--- src/rtl/board_store_if.sv ---
// board_store_if: drop handshake, clear handshake, read port and mark port
// between the checker/controller (master) and the board memory (slave).
`timescale 1ns/1ps
interface board_store_if;
  logic       drop_valid;
  logic       drop_ready;
  logic [2:0] drop_col;
  logic [1:0] drop_player;
  logic       drop_done;
  logic       drop_ok;
  logic [2:0] drop_row;
  logic       clear_req;
  logic       clear_busy;
  logic       clear_done;
  logic [2:0] read_row;
  logic [2:0] read_col;
  logic [1:0] data_out;
  logic       win_out;
  logic [2:0] winning_row;
  logic [2:0] winning_col;
  logic       w_winning_pieces;

  modport master (
    output drop_valid, drop_col, drop_player, clear_req,
           read_row, read_col, winning_row, winning_col, w_winning_pieces,
    input  drop_ready, drop_done, drop_ok, drop_row, clear_busy, clear_done,
           data_out, win_out
  );

  modport slave (
    input  drop_valid, drop_col, drop_player, clear_req,
           read_row, read_col, winning_row, winning_col, w_winning_pieces,
    output drop_ready, drop_done, drop_ok, drop_row, clear_busy, clear_done,
           data_out, win_out
  );
endinterface

--- src/rtl/board_store.sv ---
// board_store: connect-four board memory. Per-column storage (pieces, win
// marks, fill height) lives in board_col instances; the top sequences drops
// and the row-by-row clear sweep and muxes the combinational read port.
// Optional macro BOARD_STORE_FULL_DETECT_EN adds the registered board_full output.
`timescale 1ns/1ps
module board_col #(
  parameter int ROWS = 6
) (
  input  logic                 clk,
  input  logic                 rst_n,
  input  logic                 drop_we,
  input  logic [1:0]           piece,
  input  logic                 mark_we,
  input  logic [2:0]           mark_row,
  input  logic                 clr_row_en,
  input  logic [2:0]           clr_row,
  input  logic                 clr_height,
  output logic [ROWS-1:0][1:0] cells,
  output logic [ROWS-1:0]      marks,
  output logic [3:0]           height
);
  // Cell/mark/height update; row clear overrides writes to the same row.
  always_ff @(posedge clk) begin
    if (!rst_n) begin
      cells  <= '0;
      marks  <= '0;
      height <= '0;
    end else begin
      for (int r = 0; r < ROWS; r++) begin
        if (clr_row_en && clr_row == 3'(r)) begin
          cells[r] <= 2'b00;
          marks[r] <= 1'b0;
        end else begin
          if (drop_we && height == 4'(r)) cells[r] <= piece;
          if (mark_we && mark_row == 3'(r)) marks[r] <= 1'b1;
        end
      end
      if (clr_height)   height <= '0;
      else if (drop_we) height <= height + 4'd1;
    end
  end
endmodule

module board_store #(
  parameter int ROWS = 6,
  parameter int COLS = 7
) (
  input  logic          clk,
  input  logic          rst_n,
  board_store_if.slave  bus
`ifdef BOARD_STORE_FULL_DETECT_EN
  ,
  output logic          board_full
`endif
);
  localparam logic [3:0] ROWS_L = 4'(ROWS);
  localparam logic [3:0] COLS_L = 4'(COLS);

  typedef enum logic [1:0] {ST_IDLE, ST_DROP, ST_CLEAR} st_t;

  st_t                             state, nstate;
  logic [2:0]                      cap_col;
  logic [1:0]                      cap_player;
  logic [2:0]                      crow;
  logic [COLS-1:0][ROWS-1:0][1:0]  cells;
  logic [COLS-1:0][ROWS-1:0]       marks;
  logic [COLS-1:0][3:0]            heights;
  logic [3:0]                      cur_h;
  logic                            accept, clr_last, clr_en, mark_en, drop_ready;
  logic                            drop_done_q, drop_ok_q, clear_done_q;
  logic [2:0]                      drop_row_q;
  logic [1:0]                      rd_data;
  logic                            rd_win;

  // State register.
  always_ff @(posedge clk) begin
    if (!rst_n) state <= ST_IDLE;
    else        state <= nstate;
  end

  // Next state: clear has priority over a drop in idle; drop is one cycle.
  always_comb begin
    nstate = state;
    case (state)
      ST_IDLE:  if (bus.clear_req)       nstate = ST_CLEAR;
                else if (bus.drop_valid) nstate = ST_DROP;
      ST_DROP:  nstate = ST_IDLE;
      ST_CLEAR: if (clr_last)            nstate = ST_IDLE;
      default:  nstate = ST_IDLE;
    endcase
  end

  // Height of the captured column (0 when the column is out of range).
  always_comb begin
    cur_h = '0;
    for (int c = 0; c < COLS; c++)
      if (cap_col == 3'(c)) cur_h = heights[c];
  end

  // State-derived controls and handshake outputs.
  always_comb begin
    drop_ready = (state == ST_IDLE) && !bus.clear_req;
    clr_en     = (state == ST_CLEAR);
    clr_last   = clr_en && (crow == 3'(ROWS-1));
    mark_en    = bus.w_winning_pieces && (state != ST_CLEAR);
    accept     = (state == ST_DROP) && ({1'b0, cap_col} < COLS_L) &&
                 (cur_h < ROWS_L) && (cap_player != 2'b00);
  end

  // Request capture, sweep counter and registered result pulses.
  always_ff @(posedge clk) begin
    if (!rst_n) begin
      cap_col      <= '0;
      cap_player   <= '0;
      crow         <= '0;
      drop_done_q  <= 1'b0;
      drop_ok_q    <= 1'b0;
      drop_row_q   <= '0;
      clear_done_q <= 1'b0;
    end else begin
      if (state == ST_IDLE && bus.clear_req) begin
        crow <= '0;
      end else if (bus.drop_valid && drop_ready) begin
        cap_col    <= bus.drop_col;
        cap_player <= bus.drop_player;
      end
      if (clr_en) crow <= crow + 3'd1;
      drop_done_q  <= (state == ST_DROP);
      drop_ok_q    <= accept;
      if (accept) drop_row_q <= cur_h[2:0];
      clear_done_q <= clr_last;
    end
  end

  // One storage column per board column.
  for (genvar c = 0; c < COLS; c++) begin : g_col
    board_col #(.ROWS(ROWS)) u_col (
      .clk        (clk),
      .rst_n      (rst_n),
      .drop_we    (accept && cap_col == 3'(c)),
      .piece      (cap_player),
      .mark_we    (mark_en && bus.winning_col == 3'(c)),
      .mark_row   (bus.winning_row),
      .clr_row_en (clr_en),
      .clr_row    (crow),
      .clr_height (clr_last),
      .cells      (cells[c]),
      .marks      (marks[c]),
      .height     (heights[c])
    );
  end

  // Combinational read; addresses outside the board read as empty.
  always_comb begin
    rd_data = 2'b00;
    rd_win  = 1'b0;
    for (int c = 0; c < COLS; c++)
      for (int r = 0; r < ROWS; r++)
        if (bus.read_col == 3'(c) && bus.read_row == 3'(r)) begin
          rd_data = cells[c][r];
          rd_win  = marks[c][r];
        end
  end

`ifdef BOARD_STORE_FULL_DETECT_EN
  logic all_full;

  // Every column at full height.
  always_comb begin
    all_full = 1'b1;
    for (int c = 0; c < COLS; c++)
      if (heights[c] != ROWS_L) all_full = 1'b0;
  end

  // Registered full flag, dropped when a clear completes.
  always_ff @(posedge clk) begin
    if (!rst_n)        board_full <= 1'b0;
    else if (clr_last) board_full <= 1'b0;
    else               board_full <= all_full;
  end
`endif

  assign bus.drop_ready = drop_ready;
  assign bus.drop_done  = drop_done_q;
  assign bus.drop_ok    = drop_ok_q;
  assign bus.drop_row   = drop_row_q;
  assign bus.clear_busy = clr_en;
  assign bus.clear_done = clear_done_q;
  assign bus.data_out   = rd_data;
  assign bus.win_out    = rd_win;
endmodule

--- src/flat_wrapper.sv ---
// flat-port wrapper written by rule: the top's interface ports become plain ports
module board_store_flat 
#(
  parameter int ROWS = 6,
  parameter int COLS = 7
)
  (clk, rst_n, bus_drop_valid, bus_drop_col, bus_drop_player, bus_clear_req, bus_read_row, bus_read_col, bus_winning_row, bus_winning_col, bus_w_winning_pieces, bus_drop_ready, bus_drop_done, bus_drop_ok, bus_drop_row, bus_clear_busy, bus_clear_done, bus_data_out, bus_win_out);
  board_store_if bus_i ();
  input  logic clk;
  input  logic rst_n;
  input wire logic [$bits(bus_i.drop_valid)-1:0] bus_drop_valid;
  input wire logic [$bits(bus_i.drop_col)-1:0] bus_drop_col;
  input wire logic [$bits(bus_i.drop_player)-1:0] bus_drop_player;
  input wire logic [$bits(bus_i.clear_req)-1:0] bus_clear_req;
  input wire logic [$bits(bus_i.read_row)-1:0] bus_read_row;
  input wire logic [$bits(bus_i.read_col)-1:0] bus_read_col;
  input wire logic [$bits(bus_i.winning_row)-1:0] bus_winning_row;
  input wire logic [$bits(bus_i.winning_col)-1:0] bus_winning_col;
  input wire logic [$bits(bus_i.w_winning_pieces)-1:0] bus_w_winning_pieces;
  output wire logic [$bits(bus_i.drop_ready)-1:0] bus_drop_ready;
  output wire logic [$bits(bus_i.drop_done)-1:0] bus_drop_done;
  output wire logic [$bits(bus_i.drop_ok)-1:0] bus_drop_ok;
  output wire logic [$bits(bus_i.drop_row)-1:0] bus_drop_row;
  output wire logic [$bits(bus_i.clear_busy)-1:0] bus_clear_busy;
  output wire logic [$bits(bus_i.clear_done)-1:0] bus_clear_done;
  output wire logic [$bits(bus_i.data_out)-1:0] bus_data_out;
  output wire logic [$bits(bus_i.win_out)-1:0] bus_win_out;
  assign bus_i.drop_valid = bus_drop_valid;
  assign bus_i.drop_col = bus_drop_col;
  assign bus_i.drop_player = bus_drop_player;
  assign bus_i.clear_req = bus_clear_req;
  assign bus_i.read_row = bus_read_row;
  assign bus_i.read_col = bus_read_col;
  assign bus_i.winning_row = bus_winning_row;
  assign bus_i.winning_col = bus_winning_col;
  assign bus_i.w_winning_pieces = bus_w_winning_pieces;
  assign bus_drop_ready = bus_i.drop_ready;
  assign bus_drop_done = bus_i.drop_done;
  assign bus_drop_ok = bus_i.drop_ok;
  assign bus_drop_row = bus_i.drop_row;
  assign bus_clear_busy = bus_i.clear_busy;
  assign bus_clear_done = bus_i.clear_done;
  assign bus_data_out = bus_i.data_out;
  assign bus_win_out = bus_i.win_out;
  board_store #(.ROWS(ROWS), .COLS(COLS)) u_core (.clk(clk), .rst_n(rst_n), .bus(bus_i));
endmodule
--- config.mk ---
export PLATFORM = sky130hd
export DESIGN_NAME = board_store_flat
export DESIGN_NICKNAME = d
export VERILOG_FILES = /design/src/rtl/board_store_if.sv /design/src/rtl/board_store.sv /design/src/flat_wrapper.sv
export SDC_FILE = /design/constraint.sdc
export NUM_CORES = 1
export LEC_CHECK = 0
export CORE_MARGIN = 2
export CORE_UTILIZATION = 40
export DETAILED_ROUTE_END_ITERATION = 10
export REMOVE_ABC_BUFFERS = 1
export SLEW_MARGIN = 20
export SYNTH_ARGS = -nofsm -noshare
export SYNTH_HDL_FRONTEND = slang
export SYNTH_SLANG_ARGS = --single-unit
--- constraint.sdc ---
create_clock -name clk -period 4.56 [get_ports clk]
set_input_delay 0.684 -clock clk [delete_from_list [all_inputs] [get_ports clk]]
set_output_delay 0.684 -clock clk [all_outputs]
set_load 0.005 [all_outputs]
==> metrics.csv, run 1 <==
stage,metric,value,unit
die,core_region_area,0.0218,sq mm
timing,max_freq,241,MHz
logic_synthesis,synth_top_area_share,38.5,%
power_and_ir_drop,p_leak,0.00370,uW
timing,holdWs,0.457,ns
logic_synthesis,yosys.area.top_type,dfxtp_1,
clocking,worstSkewPairLatency,0.45,ns
worst_setup_path,worstPathMaxFanout,18,
timing,skew,0.00949,ns
detailed_routing,dr_wl_met3,1550,um
timing,period_needed,4.16,ns
timing,finalSetupViolations,0,
worst_setup_path,crit_path_end_kind,primary output,
grt,antenna_found_initial,0,
placement,portBuffers,32,
detailed_routing,routed.top_layer,met4,
detailed_routing,ant_nets,0,
status,run_status,completed,
timing,fin_crit_sh,91.2,%
worst_hold_path,hp-start,u_core.g_col[4].u_col.height[3],
worst_setup_path,startpoint,bus_read_col[0],
worst_setup_path,worstSetupEndpoint,bus_data_out[0],
clocking,cts.clk_slew.worst_paths,0.07,ns
timing,finalSetupTns,0,ns
timing,rsz0062_at_grt,false,
die,dieArea,0.0233,sq mm
clocking,root_buffer,clkbuf_16,
detailed_routing,detailroute.via_count,8049,
logic_synthesis,synth_seq_cells,170,
worst_hold_path,hp-class,flip-flop to flip-flop,
grt,grt_start_max_net_pins,43,
placement,hpwl,20100,um
finish,synthToLayoutAreaGrowth,14.3,%
power_and_ir_drop,powerDensity,327,mW/mm^2
worst_setup_path,path_class,input port to primary output,
worst_setup_path,crit_required,3.88,ns
detailed_routing,via_per_inst,5.87,
detailed_routing,drcViolationCount,0,
grt,grt_pass1_wl,43300,um
finish,fillCellCount,2112,
detailed_routing,wl_met1,12700,um
power_and_ir_drop,power,3300,uW
job,max-cap-violations,0,
timing,worst_slack,0.403,ns
worst_setup_path,rrSetupSlack,1.30,ns
clocking,clock_sinks,170,
clocking,cts_tree,yes,
logic_synthesis,synth.cell_area,0.00884,sq mm
placement,gp_congestion,0.946,
detailed_routing,drt_iter0_markers,803,
placement,pre_cts_slack,0.481,ns
logic_synthesis,synth-edff-count,0,
clocking,cts.path.max_buffers,2,
detailed_routing,dr.pass1.iters,6,
worst_setup_path,reg2reg_to,u_core.g_col[4].u_col.cells[8],
logic_synthesis,synth.distinct_cells,68,
die,die_w,153,um
worst_setup_path,cp-start-kind,input port,
finish,layout-drive-gt1-share,10.2,%
logic_synthesis,ys_top_cells_by_area,"dfxtp_1, mux2i_1, a21oi_1, ha_1, nor2_1",
clocking,cts_hold_buf,0,
detailed_routing,drt_wl_total,27400,um
logic_synthesis,synthFlopType,dfxtp_1,
clocking,cts_resized,0,
worst_setup_path,worstPathArrival,3.47,ns
clocking,post_cts.repair.setup_buffers,0,
timing,hold_viol,0,
worst_setup_path,crit-reg2reg-launch,u_core.cap_col[1],
finish,final_nets,1134,
logic_synthesis,ys_async_sr_fraction,0,%
die,ios,33,
grt,grt_pass1_vias,7555,
logic_synthesis,ys_seq_area_share,38.5,%
logic_synthesis,synth.avg_cell_area,8.32,sq um
detailed_routing,wl_per_cell,20.0,um
timing,slew_violations,0,
die,die_h,153,um
grt,grt_usage,23.6,%
clocking,cts_max_level,4,
logic_synthesis,ys_warn_count,0,
grt,grt-ovfl-total,0,
finish,diodes,0,
die,initial_core_util,40.6,%
timing,slew_headroom,29.1,%
worst_setup_path,reg2regPathDepth,5,
power_and_ir_drop,ir_drop,209,uV
timing,tightest_slew,1.06,ns
logic_synthesis,syn_inst,1063,
die,fp-row-count,54,
clocking,cts_buffers,17,
detailed_routing,wl_met2,12300,um
-- synthesized netlist by cell type (4+ instances only) --
library cell	n
o2111ai_1	16
mux2_2	13
and2_1	12
a211oi_1	7
nor2b_1	15
o21a_1	4
a22oi_1	6
or4_1	6
and3_1	7
and3b_1	5
nand3b_1	5
o211ai_1	6
clkbuf_1	44
nand2b_1	13
a31oi_1	8
nand4_1	20
o31ai_1	8
mux2i_1	63
o22ai_1	12
inv_1	34
a31o_2	10
dfxtp_1	170
nor3_1	18
buf_2	14
nor2_1	98
nand2_1	89
a21oi_1	117
ha_1	33
o21ai_0	72
nand3_1	55
o221ai_1	6
mux4_2	6
buf_1	9
nor3b_1	8
-- power by group --
group | switching [uW] | internal, uW | leakage [uW]
sequential | 8.04 | 1490 | 0.00137
combinational | 183 | 97.3 | 0.00203
clock | 670 | 852 | 0.000300
total | 861 | 2440 | 0.00370
-- cell usage in the layout, fill, tap and decap left out, types with 20 or more instances in the layout --
cell             netlist  routed
buf_4                  2      34
o21ai_0               72      72
nand4_1               20      20
ha_1                  33      33
a21oi_1              117     117
nand3_1               55      55
dfxtp_1              170     170
nor2_1                98      98
nand2_1               89      89
mux2i_1               63      63
clkdlybuf4s50_1        0      31
inv_1                 34      34
-- state kept, by name (all words and copies together) (netlist names), 2 cells and up --
name                       cells
u_core.g_col.u_col.cells      84
u_core.g_col.u_col.marks      42
u_core.g_col.u_col.height     28
u_core.bus.drop_row            3
u_core.cap_col                 3
u_core.crow                    3
u_core.cap_player              2
u_core.state                   2
-- worst min-delay path by stage --
stage	to	slack [ns]	cells after the start
2_1_floorplan	u_core.g_col[4].u_col.height[3]	0.42	1
6_report	u_core.g_col[4].u_col.height[3]	0.46	1
3_5_place_dp	u_core.g_col[4].u_col.height[3]	0.44	1
4_1_cts	u_core.g_col[4].u_col.height[3]	0.46	1
3_3_place_gp	u_core.g_col[4].u_col.height[3]	0.44	1
5_1_grt	u_core.g_col[5].u_col.cells[8]	0.48	2
-- cell families after synthesis --
group / Yosys count / share of synthesized area [%]
adders and majority gates: 33 / 4.67
buffers and inverters: 105 / 4.82
DFF: 170 / 38.5
muxes: 83 / 10.5
AOI/OAI and AO/OA: 305 / 21.2
and+or+nand+nor: 367 / 20.4
-- metrics by stage --
step	instance area, sq um	instances	util (%)
after CTS	10100	1372	46.4
after detailed placement	9500	1340	43.7
after floorplan	8550	993	-
after global placement	9500	1340	43.7
final	10100	1372	46.4
after global routing	10100	1372	46.4
-- worst max-delay path: stages --
cell and delay, ns:
clkdlybuf4s50_1 0.74, nor3b_1 0.37, o21ai_0 0.16, a2111oi_0 0.45
nor3_1 0.09, a211oi_1 0.38, clkdlybuf4s50_1 0.58
-- metal layers --
metal,GRT usage [%],vias up
met1,32.5,3834
met4,9.22,0
met2,36.9,271
met5,0,-
met3,4.24,44
li1,-,3900
-- cell type report --
type / count / area [sq um] / share of cell area [%]
clock buffers: 19 / 453 / 4.48
clock inverters: 13 / 155 / 1.54
inverters: 35 / 131 / 1.30
multi-input cells: 788 / 5020 / 49.7
flip-flops and latches: 170 / 3400 / 33.7
well taps: 280 / 350 / 3.47
repair buffers: 67 / 591 / 5.84
(Power assumes the default switching activity.)
==> inputs of run 2 (changes only) <==
- CORE_MARGIN: 2 -> 8
- SYNTH_HIERARCHICAL: not set -> 1
==> metrics.csv, run 2 <==
stage,metric,value,unit,change
worst_setup_path,crit_chain,clkdlybuf4s50_1 -> or3b_2 -> or4_1 -> a21boi_0 -> o221ai_1 -> a31oi_1 -> o31ai_1 -> clkdlybuf4s50_1,,
grt,gr-usage-met1,28.4,%,-4.1 points
timing,fin_crit_sh,94.1,%,+3.0 points
power_and_ir_drop,p_leak,0.00395,uW,+6.7%
finish,reg_top3,"u_core/g_col.u_col/cells x84, u_core/g_col.u_col/marks x42, u_core/g_col.u_col/height x28",,
worst_setup_path,reg2regPathDepth,8,,+3
logic_synthesis,ys_seq_area_share,35.6,%,-2.9 points
timing,period_needed,4.29,ns,+0.136 ns
worst_setup_path,crit_required,3.88,ns,about the same
clocking,cts.clk_slew.worst_paths,0.06,ns,about the same
finish,mostFrequentLayoutCells,"nor2_1, dfxtp_1, mux2i_1, o21ai_0, a21oi_1",,
clocking,clock_sinks,170,,unchanged
clocking,post_cts.repair.setup_buffers,0,,unchanged
grt,use_met2,31.3,%,-5.6 points
finish,final_nets,1171,,+3.3%
detailed_routing,ant_nets,0,,unchanged
clocking,root_buffer,clkbuf_16,,
placement,gp_congestion,0.946,,about the same
timing,skew,0.0129,ns,+0.00336 ns
timing,worst_slack,0.267,ns,-0.136 ns
detailed_routing,wl_per_cell,20.3,um,+1.7%
finish,largest_reg_flops,84,,unchanged
worst_setup_path,path_common_cell,clkdlybuf4s50_1,,
timing,finalSetupTns,0,ns,unchanged
power_and_ir_drop,seqPwrFrac,47.6,%,+2.2 points
placement,placed_cell_area,0.0103,sq mm,+8.1%
worst_hold_path,hp-start,u_core/bus.drop_row[0],,
clocking,cts_resized,0,,unchanged
worst_setup_path,worstSetupEndpoint,bus_data_out[1],,
detailed_routing,drcViolationCount,0,,unchanged
logic_synthesis,synth.cell_area,0.00957,sq mm,+8.2%
die,die_h,171,um,+12%
clocking,cts_hold_buf,0,,unchanged
grt,grt_usage,20.3,%,-3.3 points
detailed_routing,dr.pass1.iters,5,,-1
power_and_ir_drop,intPower,2320,uW,-5.1%
logic_synthesis,yosys.area.top_type,dfxtp_1,,
logic_synthesis,synth.avg_cell_area,8.85,sq um,+6.4%
status,run_status,completed,,
clocking,cts_tree,yes,,
placement,hpwl,21000,um,+4.3%
logic_synthesis,synth_most_common_cell,nor2_1,,
power_and_ir_drop,p_clk_share,42.6,%,-3.5 points
timing,hold_viol,0,,unchanged
grt,grt_start_max_net_pins,45,,+4.7%
worst_setup_path,crit-reg2reg-launch,u_core/cap_col[0],,
worst_setup_path,reg2reg_to,u_core/g_col[0].u_col/cells[8],,
finish,fin_area,0.0108,sq mm,+6.9%
logic_synthesis,synth_top_area_share,35.6,%,-2.9 points
finish,final_core_util,46.0,%,-0.44 points
logic_synthesis,ys_async_sr_fraction,0,%,unchanged
detailed_routing,drt_iter0_markers,782,,-2.6%
die,fp-row-count,56,,+3.7%
logic_synthesis,ys_top_cells_by_area,"dfxtp_1, mux2i_1, nor2_1, ha_1, and4bb_2",,
die,core_region_area,0.0235,sq mm,+7.9%
worst_setup_path,worstPathArrival,3.61,ns,+0.14 ns
placement,pre_cts_slack,0.288,ns,-0.193 ns
logic_synthesis,syn_inst,1081,,+1.7%
finish,layout-drive-gt1-share,9.91,%,-0.25 points
worst_setup_path,cp_slowest_cell,or3b_2,,
clocking,cts_buffers,17,,unchanged
grt,grt_pass1_wl,45600,um,+5.1%
detailed_routing,drt_wl_total,29500,um,+7.5%
logic_synthesis,synth.distinct_cells,70,,+2.9%
die,ios,33,,unchanged
die,initial_core_util,40.8,%,+0.11 points
timing,rsz0062_at_grt,false,,
worst_setup_path,crit_path_end_kind,primary output,,
clocking,cts_max_level,4,,unchanged
power_and_ir_drop,swShare,26.4,%,+0.34 points
timing,max_freq,233,MHz,-3.2%
detailed_routing,detailroute.via_count,8321,,+3.4%
clocking,cts.path.max_buffers,2,,unchanged
logic_synthesis,synth-edff-count,0,,unchanged
logic_synthesis,synth_seq_cells,170,,unchanged
power_and_ir_drop,p_sw,832,uW,-3.4%
timing,finalSetupViolations,0,,unchanged
finish,largest_register,u_core/g_col.u_col/cells,,
clocking,worstSkewPairLatency,0.43,ns,-0.02 ns
logic_synthesis,yosys-top-cells-count,"nor2_1, dfxtp_1, mux2i_1",,
grt,grt_pass1_vias,7860,,+4.0%
worst_setup_path,worstPathMaxFanout,13,,-5
timing,tightest_slew,0.993,ns,-0.0695 ns
worst_setup_path,path_class,input port to primary output,,
detailed_routing,via_per_inst,5.74,,-2.2%
logic_synthesis,synthFlopType,dfxtp_1,,
timing,slew_headroom,33.6,%,+4.4 points
placement,portBuffers,32,,unchanged
job,max-cap-violations,0,,unchanged
grt,grt-ovfl-total,0,,unchanged
grt,antenna_found_initial,1,,+1
timing,slew_violations,0,,unchanged
worst_setup_path,cp-start-kind,input port,,
finish,synthToLayoutAreaGrowth,12.9,%,
worst_setup_path,slowest_delay,0.63,ns,-0.11 ns
power_and_ir_drop,p_comb_share,9.8,%,+1.3 points
grt,met3_usage,3.92,%,-0.32 points
finish,final_common_cell,nor2_1,,
grt,busiest_layer,met2,,
die,dieArea,0.0291,sq mm,+25%
power_and_ir_drop,powerDensity,291,mW/mm^2,-11%
worst_setup_path,rrSetupSlack,0.86,ns,-0.44 ns
worst_setup_path,startpoint,bus_read_col[0],,
power_and_ir_drop,ir_drop,233,uV,+11%
die,die_w,171,um,+12%
logic_synthesis,ys_warn_count,6,,+6
worst_hold_path,hp-class,flip-flop to flip-flop,,
[run 2: cell types whose count changed in the layout (fill, tap and decap cells not counted), sizes merged, moves of 14 or more]
cell | previous run | this run
o2111ai | 16 | 2
nand3 | 55 | 7
xor2 | 0 | 14
nand2 | 89 | 33
and4bb | 0 | 28
o21ai | 75 | 55
nand4b | 0 | 17
nor2 | 99 | 195
nand2b | 13 | 31
mux2i | 64 | 125
nand4 | 21 | 7
a21oi | 118 | 51
[run 2: metal layers]
metal / up-vias / part of all wire, %
met5: - / 0
met4: 0 / 2.0
met3: 43 / 6.4
met2: 288 / 43
met1: 3972 / 48
li1: 4018 / -
[run 2: power by group through the flow]
stage | clock network (uW) | logic [uW] | registers [uW]
6_report | 1340 | 308 | 1500
5_1_grt | 1420 | 330 | 1500
2_1_floorplan | 0 | 128 | 1540
3_5_place_dp | 0 | 301 | 1530
3_3_place_gp | 0 | 302 | 1530
4_1_cts | 1370 | 303 | 1500
[run 2: cell type report]
| class | count | area, sq um |
|---|---|---|
| clock buffers | 20 | 457 |
| multi-input cells | 831 | 5780 |
| flip-flops and latches | 170 | 3400 |
| repair buffers | 60 | 536 |
| clock inverters | 10 | 71.3 |
| diodes | 1 | 2.50 |
| fillers | 2323 | 12700 |
| well taps | 319 | 399 |
| inverters | 39 | 146 |
[run 2: how the worst min path moves through the flow]
stage / slack (ns) / endpoint / cells past startpoint
global placement: 0.44 / u_core/bus.drop_row[0] / 2
floorplan: 0.43 / u_core/g_col[6].u_col/marks[4] / 2
global route: 0.50 / u_core/bus.drop_row[0] / 2
detailed placement: 0.45 / u_core/bus.drop_row[0] / 2
CTS: 0.46 / u_core/bus.drop_row[0] / 2
finish: 0.46 / u_core/bus.drop_row[0] / 2
[run 2: cell families (layout without fill, tap and decap cells)]
family	after synthesis	count (layout)	synth area share (%)
and+or+nand+nor	416	416	24.2
AOI/OAI and AO/OA	226	226	15.7
DFF	170	170	35.6
muxes	138	138	14.7
buffers and inverters	80	129	3.96
adders and majority gates	30	30	3.92
xor gates and xnor gates	21	21	1.92
other	0	1	0
[run 2: per-stage QoR]
stage                     hold WS, ns  cells  power [uW]
after floorplan                 0.429   1040        1670
after global placement          0.443   1419        1840
after detailed placement        0.448   1419        1830
after CTS                       0.459   1449        3170
after global routing            0.500   1449        3250
final                           0.457   1450        3150
[run 2: worst max-delay path: cells and delay by family]
family / cells / cell delay [ns]
buf+inv: 2 / 1.21
simple gates: 2 / 1.07
compound gates: 4 / 0.64
